**config.mk**
```make
export PLATFORM = sky130hd
export DESIGN_NAME = seq_detector_param
export DESIGN_NICKNAME = d
export VERILOG_FILES = /design/src/rtl/seq_detector_param.sv
export SDC_FILE = /design/constraint.sdc
export NUM_CORES = 1
export LEC_CHECK = 0
export CORE_UTILIZATION = 49
export DETAILED_ROUTE_END_ITERATION = 6
export GPL_TIMING_DRIVEN = 0
export PLACE_DENSITY = 0.83
export SYNTH_ARGS = -nofsm -noshare
export SYNTH_HDL_FRONTEND = slang
export SYNTH_SLANG_ARGS = --single-unit
export TNS_END_PERCENT = 1
```
**constraint.sdc**
```tcl
create_clock -name clk -period 2.8 [get_ports clk]
set_input_delay 0.56 -clock clk [delete_from_list [all_inputs] [get_ports clk]]
set_output_delay 0.56 -clock clk [all_outputs]
set_load 0.1 [all_outputs]
```
**src/rtl/seq_detector_param.sv**
```systemverilog
// seq_detector_param: runtime-programmable serial pattern detector with Mealy/Moore
// detect outputs and a saturating detection counter.
`default_nettype none

module seq_detector_param #(
  parameter int                     PATTERN_LEN   = 4,
  parameter int                     COUNT_WIDTH   = 16,
  parameter logic [PATTERN_LEN-1:0] RESET_PATTERN = 4'b1011
) (
  input  logic                   clk,
  input  logic                   reset_n,
  input  logic                   data_serial,
  input  logic                   data_valid,
  input  logic [PATTERN_LEN-1:0] cfg_pattern,
  input  logic                   cfg_load,
  input  logic                   cfg_overlap,
  input  logic                   count_clear,
  output logic                   detected_mealy,
  output logic                   detected_moore,
  output logic [COUNT_WIDTH-1:0] det_count,
  output logic                   count_sat
);

  localparam int                FILL_W   = $clog2(PATTERN_LEN);
  localparam logic [FILL_W-1:0] FILL_MAX = FILL_W'(PATTERN_LEN - 1);

  logic [PATTERN_LEN-1:0] pattern_q, pattern_d;
  logic [PATTERN_LEN-2:0] history_q, history_d;
  logic [FILL_W-1:0]      fill_q, fill_d;
  logic                   moore_q, moore_d;
  logic [COUNT_WIDTH-1:0] count_q, count_d;
  logic                   sat_q, sat_d;

  // Window of the last PATTERN_LEN bits including the bit on the wire this cycle.
  logic [PATTERN_LEN-1:0] window;
  logic                   match;

  assign window = {history_q, data_serial};
  assign match  = data_valid & ~cfg_load & (fill_q == FILL_MAX) & (window == pattern_q);

  always_comb begin
    pattern_d = pattern_q;
    history_d = history_q;
    fill_d    = fill_q;
    moore_d   = match;
    count_d   = count_q;

    if (cfg_load) begin
      pattern_d = cfg_pattern;
      history_d = '0;
      fill_d    = '0;
    end else if (data_valid) begin
      if (match && !cfg_overlap) begin
        history_d = '0;
        fill_d    = '0;
      end else begin
        history_d = window[PATTERN_LEN-2:0];
        if (fill_q != FILL_MAX) begin
          fill_d = fill_q + FILL_W'(1);
        end
      end
    end

    // A clear beats a coincident match; the match still shows on the detect outputs.
    if (count_clear) begin
      count_d = '0;
    end else if (match && !sat_q) begin
      count_d = count_q + COUNT_WIDTH'(1);
    end
    sat_d = &count_d;
  end

  always_ff @(posedge clk or negedge reset_n) begin
    if (!reset_n) begin
      pattern_q <= RESET_PATTERN;
      history_q <= '0;
      fill_q    <= '0;
      moore_q   <= 1'b0;
      count_q   <= '0;
      sat_q     <= 1'b0;
    end else begin
      pattern_q <= pattern_d;
      history_q <= history_d;
      fill_q    <= fill_d;
      moore_q   <= moore_d;
      count_q   <= count_d;
      sat_q     <= sat_d;
    end
  end

  assign detected_mealy = match;
  assign detected_moore = moore_q;
  assign det_count      = count_q;
  assign count_sat      = sat_q;

endmodule

`default_nettype wire

```
==> results.sh <==
export IMPL_htree_levels=1
export IMPL_min_from="cfg_load"
export IMPL_end_kind="primary output"
export IMPL_rsz0062_at_grt="false"
export IMPL_nets=201
export IMPL_ys_types=44
export IMPL_slew_headroom_pct=19.0
export IMPL_cap_violations=0
export IMPL_gr_usage_all_layers_pct=21.3
export IMPL_dpl_worst_slack_ns=-0.960
export IMPL_final_area_um2=1910
export IMPL_hold_viol=0
export IMPL_whs_ns=0.411
export IMPL_postCtsSetupRepairBufs=0
export IMPL_cpPeakStageDelay_ns=0.50
export IMPL_cp_max_fo=10
export IMPL_wl_met3_um=165
export IMPL_clock_latency_ns=0.32
export IMPL_met1Wirelength_um=1350
export IMPL_drtPass1Iterations=4
export IMPL_cp_top_family="buffers and inverters"
export IMPL_min_period_over_period_pct=97.8
export IMPL_placed_cells=225
export IMPL_die_height_um=58.1
export IMPL_cts_path_max_buffers=2
export IMPL_worst_slack_ns=0.0617
export IMPL_grt_pass1_vias=1272
export IMPL_vias=1267
export IMPL_vias_per_cell=5.53
export IMPL_powerDensity_nw_per_um2=338
export IMPL_dieWidth_um=58.1
export IMPL_drive_gt1_share_pct=13.9
export IMPL_ctsHoldBuffers=0
export IMPL_synthCells=156
export IMPL_gp_congestion=0.855
export IMPL_synth_area_um2=1540
export IMPL_setup_viol=0
export IMPL_syn_nets=169
export IMPL_path_cells="clkdlybuf4s50_1 -> xnor2_1 -> nand4_1 -> buf_6 -> or2_2 -> inv_4 -> buf_12"
export IMPL_yosys_warnings=0
export IMPL_grt_pass1_wl_um=5530
export IMPL_dpl_hpwl_um=2350
export IMPL_start_util_pct=53.6
export IMPL_dieArea_um2=3380
export IMPL_antenna_found_initial=0
export IMPL_cts_buffers=3
export IMPL_cp_buffers_inverters=4
export IMPL_synth_top_area_cell="dfrtp_1"
export IMPL_rows=19
export IMPL_critPathLaunch="data_serial"
export IMPL_synth_edff_count=0
export IMPL_p_total_uw=645
export IMPL_grt_max_degree=28
export IMPL_tns_ns=0
export IMPL_synth_seq_area_share_pct=44.0
export IMPL_placed_cell_area_um2=1870
export IMPL_rr_startpoint="pattern_q[0]"
export IMPL_overflow=0
export IMPL_min_path_type="primary input to flop"
export IMPL_worstMarginPinSlew_ns=1.21
export IMPL_outcome="completed"
export IMPL_core_area_um2=2880
export IMPL_synthFlopType="dfrtp_1"
export IMPL_p_leak_nw=0.736
export IMPL_final_max_slew_viol_count=0
export IMPL_worstSetupPathType="primary input to primary output"
export IMPL_drt_initial_drc_count=61
export IMPL_io_buffers=27
export IMPL_yosys_top_cells_area="dfrtp_1, xnor2_1, dfstp_2, nor2_1, mux2_2"
export IMPL_syn_avg_cell_area_um2=9.89
export IMPL_synth_commonest_cells="dfrtp_1, nor2_1, nand2_1"
export IMPL_fmax_ghz=0.365
export IMPL_finClkSkew_ns=0.00323
export IMPL_path_clk_slew_ns=0.15
export IMPL_stdcell_count=229
export IMPL_topRoutingLayerUsed="met4"
export IMPL_async_flop_share_pct=100
export IMPL_drc=0
export IMPL_cts_root_buf="clkbuf_4"
export IMPL_synth_top_cell_area_share_pct=38.9
export IMPL_cp_arrival_ns=2.18
export IMPL_fillCellCount=233
export IMPL_startpoint_type="primary input"
export IMPL_peakVddDrop_mv=0.226
export IMPL_postLayoutCoreUtil_pct=66.2
export IMPL_clock_sink_count=27
export IMPL_dr_wl_met2_um=1700
export IMPL_synth_most_common_cell="dfrtp_1"
export IMPL_finalWirelength_um=3250
export IMPL_synth_seq_cells=27
export IMPL_syn_to_final_growth_pct=23.5
export IMPL_io_pins=30
export IMPL_cts_tree="yes"
export IMPL_ant_nets=0
export IMPL_diodes=0
export IMPL_crit_slowest_cell="clkdlybuf4s50_1"
export IMPL_critPathRequiredTime_ns=2.24
export IMPL_period_needed_ns=2.74
export IMPL_routedWlPerCell_um=14.2
==> worst reg2reg max path, delay by kind of cell (launching register included) <==
family	cells	cell delay (ns)
muxes	1	0.27
and+or+nand+nor	3	0.86
DFF	1	0.58
buffers and inverters	1	0.18
AOI/OAI and AO/OA	1	0.13
xor gates and xnor gates	1	0.12
==> cell families (layout without fill, tap and decap cells) <==
family	Yosys count	after routing	share of synthesized area (%)
AND/OR/NAND/NOR	74	74	27.2
flip-flops	27	27	44.0
AO/OA/AOI/OAI	21	21	9.16
XOR/XNOR	15	15	8.52
buffers and inverters	10	41	4.62
multiplexers	7	7	4.87
adder cells (fa/ha/maj)	2	2	1.62
==> placed cells by master, fill, tap and decap left out, types with 2 or more instances in the layout <==
master and instances:
nor2b_1 2, buf_12 2, nand4_1 5, or3_1 2, buf_6 2, nand2_1 12, xor2_1 5, dfstp_2 3
nor4_1 4, buf_2 2, clkbuf_4 3, clkdlybuf4s50_1 26, o31ai_1 3, nor3_1 3, a31oi_1 3, mux2_2 4
or4_1 3, nand2b_1 5, mux2i_1 3, dfrtp_1 24, inv_1 3, xnor2_1 10, nor2_1 17, nand4b_1 2
nand3_1 8, a21oi_1 7, ha_1 2, or2b_1 2
==> timing repair <==
item / in CTS / in global routing
endpoints found under the setup margin: 1 / 1
gates resized for setup: 9 / 2
endpoints found under the hold margin: 0 / 0
==> layer usage <==
layer	GRT usage, %	vias to the layer above
met1	26.6	602
li1	-	617
met2	37.1	44
met5	0	-
met3	2.46	4
met4	9.18	0
==> sequential cells by signal, summed over array words and instances (netlist names) <==
name            cells
det_count          16
pattern_q           4
history_q           3
fill_q              2
count_sat           1
detected_moore      1
==> power by group <==
part | internal, mW | switching (mW)
combinational | 0.0322 | 0.0304
clock | 0.0535 | 0.119
sequential | 0.403 | 0.00719
total | 0.489 | 0.156
==> path summary, 6_finish.rpt <==
check,slack [ns],depth (start not counted),to
max,0.06,7,detected_mealy
min,0.41,2,history_q[1]
max reg2reg,0.58,7,count_sat
min reg2reg,0.55,1,pattern_q[2]
max in group asynchronous,1.24,1,det_count[4]
min in group asynchronous,0.86,1,det_count[0]
==> layout make-up <==
| type | instances | area [um2] | share of cell area [%] |
|---|---|---|---|
| multi-input combinational | 119 | 792 | 41.6 |
| sequential | 27 | 679 | 35.7 |
| timing repair buffer | 27 | 280 | 14.7 |
| buffer | 6 | 56.3 | 2.95 |
| tap | 42 | 52.6 | 2.76 |
| clock buffer | 3 | 22.5 | 1.18 |
| inverter | 4 | 17.5 | 0.919 |
| clock inverter | 1 | 5.00 | 0.263 |
(Power assumes the default switching activity.)
